<file path="config.mk">
export PLATFORM = sky130hd
export DESIGN_NAME = uart_rx_8n1_flat
export DESIGN_NICKNAME = d
export VERILOG_FILES = /design/src/rtl/uart_rx_8n1_if.sv /design/src/rtl/uart_rx_8n1.sv /design/src/flat_wrapper.sv
export SDC_FILE = /design/constraint.sdc
export NUM_CORES = 1
export LEC_CHECK = 0
export ABC_CLOCK_PERIOD_IN_PS = 2450
export CAP_MARGIN = 10
export CORE_UTILIZATION = 39
export CTS_BUF_LIST = sky130_fd_sc_hd__clkbuf_8 sky130_fd_sc_hd__clkbuf_16
export CTS_CLUSTER_DIAMETER = 30
export DETAILED_ROUTE_END_ITERATION = 7
export GPL_TIMING_DRIVEN = 0
export PLACE_DENSITY_LB_ADDON = 0.05
export SYNTH_ARGS = -nofsm -noshare
export SYNTH_HDL_FRONTEND = slang
export SYNTH_SLANG_ARGS = --single-unit
</file>
<file path="constraint.sdc">
create_clock -name clk -period 2.45 [get_ports clk]
set_input_delay 0.49 -clock clk [delete_from_list [all_inputs] [get_ports clk]]
set_output_delay 0.49 -clock clk [all_outputs]
set_load 0.02 [all_outputs]
</file>
<file path="src/rtl/uart_rx_8n1_if.sv">
// Byte-stream handshake between the UART receiver and its consumer.
//   data  : received byte, stable while valid is high
//   valid : holding register holds an unconsumed byte
//   ready : consumer takes data on any cycle with valid && ready
// master = the receiver (drives data/valid), slave = the consumer.
interface uart_rx_8n1_if;
    logic [7:0] data;
    logic       valid;
    logic       ready;

    modport master (output data, output valid, input ready);
    modport slave  (input data, input valid, output ready);
endinterface

</file>
<file path="src/rtl/uart_rx_8n1.sv">
// 8N1 serial receiver: synchronises rx, recovers start/8 data/stop frames
// and presents bytes through a one-deep holding register.
//   clk       : sole clock, rising edge
//   reset_n   : asynchronous active-low reset
//   rx        : raw serial line, idle high, asynchronous to clk
//   out_if    : data/valid/ready byte handshake (master side)
//   frame_err : one-cycle pulse when the stop bit is sampled low
//   overrun   : one-cycle pulse when a completed byte is dropped
module uart_rx_8n1 #(
    parameter int CLKS_PER_BIT = 139
) (
    input  logic                 clk,
    input  logic                 reset_n,
    input  logic                 rx,
    uart_rx_8n1_if.master        out_if,
    output logic                 frame_err,
    output logic                 overrun
);
    localparam int CNT_W = $clog2(CLKS_PER_BIT);
    localparam logic [CNT_W-1:0] HALF_M1 = CNT_W'(CLKS_PER_BIT / 2 - 1);
    localparam logic [CNT_W-1:0] BIT_M1  = CNT_W'(CLKS_PER_BIT - 1);

    typedef enum logic [2:0] {
        IDLE  = 3'd0,
        START = 3'd1,
        DATA  = 3'd2,
        STOP  = 3'd3,
        BREAK = 3'd4
    } state_t;

    state_t           state_q, state_d;
    logic [CNT_W-1:0] cnt_q, cnt_d;
    logic [2:0]       idx_q, idx_d;
    logic [7:0]       shift_q, shift_d;
    logic [7:0]       data_q, data_d;
    logic             valid_q, valid_d;
    logic             fe_q, fe_d;
    logic             ov_q, ov_d;
    logic             sync1_q, rxs;
    logic             expire;
    logic             load;

    // Two-flop synchroniser; reset to the idle (high) line level.
    always_ff @(posedge clk or negedge reset_n) begin
        if (!reset_n) begin
            sync1_q <= 1'b1;
            rxs     <= 1'b1;
        end else begin
            sync1_q <= rx;
            rxs     <= sync1_q;
        end
    end

    always_ff @(posedge clk or negedge reset_n) begin
        if (!reset_n) begin
            state_q <= IDLE;
            cnt_q   <= '0;
            idx_q   <= '0;
            shift_q <= '0;
            data_q  <= '0;
            valid_q <= 1'b0;
            fe_q    <= 1'b0;
            ov_q    <= 1'b0;
        end else begin
            state_q <= state_d;
            cnt_q   <= cnt_d;
            idx_q   <= idx_d;
            shift_q <= shift_d;
            data_q  <= data_d;
            valid_q <= valid_d;
            fe_q    <= fe_d;
            ov_q    <= ov_d;
        end
    end

    assign expire = (cnt_q == '0);

    always_comb begin
        state_d = state_q;
        cnt_d   = expire ? cnt_q : cnt_q - 1'b1;
        idx_d   = idx_q;
        shift_d = shift_q;
        data_d  = data_q;
        valid_d = valid_q;
        fe_d    = 1'b0;
        ov_d    = 1'b0;
        load    = 1'b0;

        case (state_q)
            IDLE: begin
                // Half-bit wait lands the start check mid-bit.
                if (!rxs) begin
                    cnt_d   = HALF_M1;
                    state_d = START;
                end
            end
            START: begin
                if (expire) begin
                    if (rxs) begin
                        state_d = IDLE;
                    end else begin
                        cnt_d   = BIT_M1;
                        idx_d   = '0;
                        state_d = DATA;
                    end
                end
            end
            DATA: begin
                // Shift in from the top so the first (LSB) bit ends at bit 0.
                if (expire) begin
                    shift_d = {rxs, shift_q[7:1]};
                    cnt_d   = BIT_M1;
                    idx_d   = idx_q + 3'd1;
                    if (idx_q == 3'd7) state_d = STOP;
                end
            end
            STOP: begin
                // Leaving mid-stop-bit lets a back-to-back start edge be caught.
                if (expire) begin
                    if (rxs) begin
                        load    = 1'b1;
                        state_d = IDLE;
                    end else begin
                        fe_d    = 1'b1;
                        state_d = BREAK;
                    end
                end
            end
            BREAK: begin
                // A held-low line must return high before another frame starts.
                if (rxs) state_d = IDLE;
            end
            default: state_d = IDLE;
        endcase

        // A load wins over a plain consume; a consume in the load cycle
        // frees the slot so the new byte replaces the old one.
        if (load) begin
            if (!valid_q || out_if.ready) begin
                data_d  = shift_q;
                valid_d = 1'b1;
            end else begin
                ov_d = 1'b1;
            end
        end else if (valid_q && out_if.ready) begin
            valid_d = 1'b0;
        end
    end

    assign out_if.data  = data_q;
    assign out_if.valid = valid_q;
    assign frame_err    = fe_q;
    assign overrun      = ov_q;
endmodule

</file>
<file path="src/flat_wrapper.sv">
// flat-port wrapper written by rule: the top's interface ports become plain ports
module uart_rx_8n1_flat 
#(
    parameter int CLKS_PER_BIT = 139
)
  (clk, reset_n, rx, frame_err, overrun, out_if_data, out_if_valid, out_if_ready);
  uart_rx_8n1_if out_if_i ();
  input  logic clk;
  input  logic reset_n;
  input  logic rx;
  output logic frame_err;
  output logic overrun;
  output wire logic [$bits(out_if_i.data)-1:0] out_if_data;
  output wire logic [$bits(out_if_i.valid)-1:0] out_if_valid;
  input wire logic [$bits(out_if_i.ready)-1:0] out_if_ready;
  assign out_if_data = out_if_i.data;
  assign out_if_valid = out_if_i.valid;
  assign out_if_i.ready = out_if_ready;
  uart_rx_8n1 #(.CLKS_PER_BIT(CLKS_PER_BIT)) u_core (.clk(clk), .reset_n(reset_n), .rx(rx), .out_if(out_if_i), .frame_err(frame_err), .overrun(overrun));
endmodule
</file>
==> summary.md <==
| Metric | Value |
|---|---|
| Status | complete, no violations |
| Area fraction of the dominant cell type after synthesis | 50.9% |
| Die Y-Extent | 66.5 um |
| Reg2reg path depth | 11 |
| Crit Path Max Fanout | 7 |
| Port buffer count | 14 |
| #FFs+latches synth | 35 |
| Final hold vios | 0 |
| Sequential share of the synthesized area | 54.1% |
| Worst setup EP type | flop |
| Netlist cell types | 46 |
| Fmax | 434 MHz |
| Power Dens Cells | 530 mW/mm^2 |
| Post-synthesis cell type with the largest combined area | dfrtp_1 |
| Largest cells by area after synthesis | dfrtp_1 (51%), mux2_2 (11%), dfstp_2 (3.2%) |
| H-Tree Depth | 2 |
| N_diodes | 0 |
| Fin nets | 162 |
| I/O pins | 15 |
| Post-synth top cells | dfrtp_1 (33), mux2_2 (16), nor2_1 (7), nor3_1 (7), nand2_1 (6) |
| # hold bufs at CTS | 0 |
| Main synth FF type | dfrtp_1 |
| Post-synth EDFFs | 0 |
| Post-route minimum period | 2300 ps |
| CTS tree | done |
| Vias in the first global route | 1069 |
| DR vias/cell | 5.21 |
| Async S/R FF share, synth | 100% |
| Design Area, Final | 0.00194 mm^2 |
| Max_slew headroom | 48.5% |
| Largest stage delay on the critical path | 430 ps |
| Clock sink count | 35 |
| Storage cell area | 878 um^2 |
| Maximum vdd drop | 0.343 mV |
| CP Launch Point | u_core.cnt_q[0] |
| Avg WL per Cell | 15.0 um |
| Dpl cell area | 0.00182 mm^2 |
| CP arrival | 2480 ps |
| Synthesized area | 0.00162 mm^2 |
| Fillcell total | 372 |
| Drt initial violations | 39 |
| Crit-path cells | inv_2 -> ha_4 -> nor4b_4 -> and2_4 -> buf_6 -> inv_4 -> ha_2 -> nor2b_1 -> a21oi_1 -> o22ai_1 -> a311o_1 |
| Cells after Synth | 133 |
| CORE AREA | 0.00400 mm^2 |
| Initial antenna violation count | 0 |
| Final setup violation count | 0 |
| First-pass GRT wire length | 5410 um |
| Synth warnings | 0 |
| Critical path's slowest cell | dfrtp_1 |
| Crit Path Class | flop to flop |
| Vias | 1069 |
| Largest net degree at the start of global routing | 36 |
| Root buffer cell | clkbuf_8 |
| Layout cell share with drive strength beyond 1 | 28.4% |
| Synthesis-to-finish area growth | 19.7% |
| Setup_tns | 0 ps |
| Area occupied by multi-input gates | 707 um^2 |
| Die width | 66.5 um |
| R2R Setup Slk | 150 ps |
| Drt drc | 0 |
| Num CTS Buffers | 5 |
| Total GRT Usage | 17.2% |
| Worst r2r src | u_core.cnt_q[0] |
| Max Buffers Root-to-Sink | 2 |
| Gates resized, CTS repair | 0 |
| Post-CTS Setup Inserts | 0 |
| Drt first pass iters | 4 |
| Overflow after GRT | 0 |
| Clk slew on worst S/H paths | 70 ps |
| CP endpoint | u_core.cnt_q[0] |
| Leak Pwr | 0.870 nW |
| Final period util | 94.0% |
| Initial core utilization | 40.6% |
| Top-count cell post-synth | dfrtp_1 |
| Final Max Slew Viols | 0 |
| HP Class | input port to asynchronous set/reset pin |
| Routed WL | 3080 um |
| Skew-Pair Late Insertion Delay | 290 ps |
| Die ar. | 0.00442 mm^2 |
| Worst-margin pin slew | 772 ps |
| GP Congestion | 0.845 |
| Max-Cap Viols | 0 |
| CP required | 2620 ps |
| Rows | 23 |
| Final core utilization | 48.5% |
| Final HPWL DP | 2090 um |
| Syn_nets | 141 |
| Synthesized area per cell | 12.2 um^2 |
| Reg2reg end | u_core.cnt_q[0] |
| Worst Skew | 2.95 ps |
| Startpoint Class | flop |
| Final ANT Viol Nets | 0 |
==> cell families after synthesis <==
logic type,Yosys count,synth area share [%]
compound gates,23,11.3
xor+xnor,3,1.62
fa+ha+maj,4,3.08
buf+inv,13,3.93
flops,35,54.1
mux,16,11.1
simple gates,39,14.8
==> worst max-delay path: cells and delay by family (launching register included) <==
family	cells	cell delay, ps
buf+inv	3	300
compound gates	3	460
fa+ha+maj	2	530
flops	1	430
simple gates	3	460
==> report_power, final <==
| group | leakage (nW) | total [mW] | switching (mW) | internal, mW |
|---|---|---|---|---|
| sequential | 0.468 | 0.581 | 0.000672 | 0.581 |
| combinational | 0.349 | 0.0206 | 0.0158 | 0.00482 |
| clock | 0.0526 | 0.428 | 0.202 | 0.226 |
| total | 0.870 | 1.03 | 0.218 | 0.811 |
==> metal layers <==
layer	routed length (um)	vias up	global-route usage, %
met3	125	5	6.51
li1	-	530	-
met4	49	0	6.91
met2	1400	21	24.5
met5	0	-	0
met1	1500	513	23.4
==> placed cells by master, fill, tap and decap left out, types with 2 or more instances in the layout <==
master           Yosys  routed
dfrtp_1             33      33
mux2_2              16      16
clkdlybuf4s50_1      0      13
nor3_1               7       7
nor2_1               7       7
nand2_1              6       6
clkbuf_8             0       6
a21oi_1              5       5
inv_1                5       4
o21ai_0              3       3
nand3_1              3       3
and3_1               3       3
inv_2                0       2
clkbuf_1             2       2
buf_1                2       2
xnor2_1              2       2
nor2b_1              2       2
buf_2                1       2
a22o_1               2       2
ha_1                 4       2
dfstp_2              2       2
==> registers in the layout, indices dropped and copies added, names as in the netlist <==
| signal | count |
|---|---|
| u_core.shift_q | 8 |
| u_core.out_if.valid | 1 |
| u_core.sync1_q | 1 |
| u_core.idx_q | 3 |
| u_core.state_q | 3 |
| u_core.cnt_q | 8 |
| u_core.overrun | 1 |
| u_core.out_if.data | 8 |
| u_core.rxs | 1 |
| u_core.frame_err | 1 |
==> final cells by class <==
| class | instances | share of cell area, % |
|---|---|---|
| Sequential cell | 35 | 45.2 |
| Multi-Input combinational cell | 85 | 36.4 |
| Timing Repair Buffer | 14 | 6.96 |
| Clock buffer | 6 | 4.25 |
| Tap cell | 50 | 3.22 |
| Buffer | 7 | 2.00 |
| Inverter | 6 | 1.29 |
| Clock inverter | 2 | 0.644 |
==> worst min path at each step <==
stage	start	endpoint	slack [ps]	depth (start not counted)
finish	reset_n	u_core.cnt_q[1]	270	1
global route	reset_n	u_core.cnt_q[7]	360	1
CTS	reset_n	u_core.idx_q[2]	310	1
detailed placement	u_core.sync1_q	u_core.rxs	350	0
global placement	u_core.sync1_q	u_core.rxs	350	0
floorplan	reset_n	u_core.cnt_q[0]	190	0
==> metrics by stage <==
| step | std cells | total power [mW] | hold slack, ps | setup slack [ps] |
|---|---|---|---|---|
| after floorplan | 133 | 0.597 | 194 | 272 |
| after global placement | 197 | 0.614 | 346 | 25.1 |
| after detailed placement | 197 | 0.614 | 347 | 48.2 |
| after CTS | 205 | 1.05 | 307 | 6.90 |
| after global routing | 205 | 1.08 | 355 | -2.56 |
| final | 205 | 1.03 | 275 | 146 |
Note: power is estimated with default switching activity, not from simulation.
==> variant, RTL diff (config.mk and constraints unchanged) <==
`CLKS_PER_BIT` is set to 139 in 2 places; all go to 278.
--- a/src/rtl/uart_rx_8n1.sv
+++ b/src/rtl/uart_rx_8n1.sv
@@ -8,5 +8,5 @@
 //   overrun   : one-cycle pulse when a completed byte is dropped
 module uart_rx_8n1 #(
-    parameter int CLKS_PER_BIT = 139
+    parameter int CLKS_PER_BIT = 278
 ) (
     input  logic                 clk,
--- a/src/flat_wrapper.sv
+++ b/src/flat_wrapper.sv
@@ -2,5 +2,5 @@
 module uart_rx_8n1_flat 
 #(
-    parameter int CLKS_PER_BIT = 139
+    parameter int CLKS_PER_BIT = 278
 )
   (clk, reset_n, rx, frame_err, overrun, out_if_data, out_if_valid, out_if_ready);
Formal check against the unedited RTL: same outputs for any inputs over 10 cycles, from zero or initial values and one cycle with reset_n low; that may be too few to reach the edited logic, so the function may still have changed.
==> variant against the original RTL <==
- sequential cell count up 1
- area after synthesis grew 8.2%
- worst setup slack better by 35 ps
- maximum frequency grew 1.6%
- final cell count rose by 9.8%
- first-iteration DRC count increased to 3.7 times the old value
- clock power up 21%
- final area up 6.9%
- combinational power increased by 6%
- total power up 10%
- worst hold slack improved by 15 ps
- routed wire length is 13% higher
- sequential power rose by 3%
- clock skew up 3.5 ps
==> variant: results <==
set metrics [dict create \
    status "finished, final reports clean" \
    synth_area_leaders "dfrtp_1, mux2_2, ha_1" \
    skew_ps 6.480 \
    power.leakage_uw 0.0009180 \
    port_buffers 14 \
    grt_usage 0.1600 \
    gp_congestion 0.7142 \
    drt-total-wl_um 3488 \
    drt_iter0_markers 143 \
    synth.distinct_cells 42 \
    synth_seq_area_share 0.5146 \
    antenna_cells 0 \
    r2r-end "u_core.shift_q[1]" \
    holdBufCountCts 0 \
    r2r_cells 7 \
    peakVddDrop_mv 0.3379 \
    fillers 412 \
    grt_pass1_wl_um 6085 \
    dp_slack_ps -17.59 \
    layout.nets 181 \
    yosysWarnings 0 \
    multi_input_area_um2 802.0 \
    largest_reg_flops 9 \
    grt_pass1_vias 1289 \
    post_dp_cell_area_um2 1956 \
    cp_max_fo 10 \
    regMostFlops "u_core.cnt_q" \
    yosys-top-cells-count "dfrtp_1, mux2_2, nor2_1" \
    drive_gt1_frac 0.2254 \
    r2r_start "u_core.cnt_q[0]" \
    tightestPinTransition_ps 804.8 \
    cts_resized 1 \
    clk_transition_reported_paths_ps 80 \
    cts-root-buf "clkbuf_8" \
    r2r_setup_slack_ps 180 \
    synth_edf_count 0 \
    grt_max_degree 37 \
    dr.pass1.iters 4 \
    place.detailed.hpwl_um 2379 \
    routed_via_density 5.498 \
    syn_nets 161 \
]
==> variant: cell types whose count changed after synthesis, sizes merged, moves of 3 or more <==
cell / change
nor2: +3
nand2: +3
clkbuf: +4
o311ai: +4
nor3b: +3
xor2: +4
nand2b: +3
and3: -3
==> variant: report_power, final <==
part           internal [µW]  switching, µW  total, µW
Combinational           5.61           16.3       21.9
Sequential               597           1.98        599
Clock                    301            215        516
==> variant: cell families after synthesis <==
family                   Yosys count  share of synthesized area
adder cells (fa/ha/maj)            5                    0.03564
AO/OA/AOI/OAI                     27                     0.1155
XOR/XNOR                           5                    0.02495
multiplexers                      18                     0.1155
AND/OR/NAND/NOR                   47                     0.1582
flip-flops                        36                     0.5146
buffers and inverters             14                    0.03564
==> variant: per-stage QoR <==
stage / setup TNS (ps) / std cells / hold slack, ps
CTS: 0 / 226 / 323.2
floorplan: 0 / 152 / 194.4
global route: 0 / 225 / 360.5
detailed placement: -17.59 / 218 / 348.5
finish: 0 / 225 / 290.2
global placement: -31.14 / 218 / 347.5
==> variant: area by class of cell <==
class,instances,share of cell area
buffer,8,0.01929
timing repair buffer,14,0.06510
multi-input combinational,102,0.3864
sequential,36,0.4352
clock buffer,5,0.03315
clock inverter,3,0.02049
inverter,5,0.009042
tap,52,0.03134
==> variant: critical path: stages, from the launching register on <==
cell	delay, ps
dfrtp_1	420
inv_1	90
ha_1	150
or3b_2	580
nor3_4	170
and2_1	140
buf_2	220
mux2_2	360
==> variant: worst max-delay path by stage <==
stage / start / end / slack, ps / depth (start not counted)
6_report: u_core.cnt_q[0] / u_core.shift_q[1] / 180 / 7
5_1_grt: u_core.cnt_q[0] / u_core.shift_q[2] / 6 / 7
4_1_cts: u_core.cnt_q[0] / u_core.shift_q[2] / 30 / 8
3_5_place_dp: u_core.cnt_q[3] / u_core.cnt_q[0] / -20 / 7
3_3_place_gp: u_core.cnt_q[3] / u_core.cnt_q[0] / -30 / 7
2_1_floorplan: u_core.cnt_q[0] / u_core.shift_q[0] / 300 / 8
==> variant: metal layers <==
layer	vias to the layer above	track usage	share of wire
met1	613	0.2065	0.46
met3	6	0.04094	0.034
li1	595	-	-
met5	-	0	0
met4	0	0.05896	0.016
met2	23	0.2589	0.49
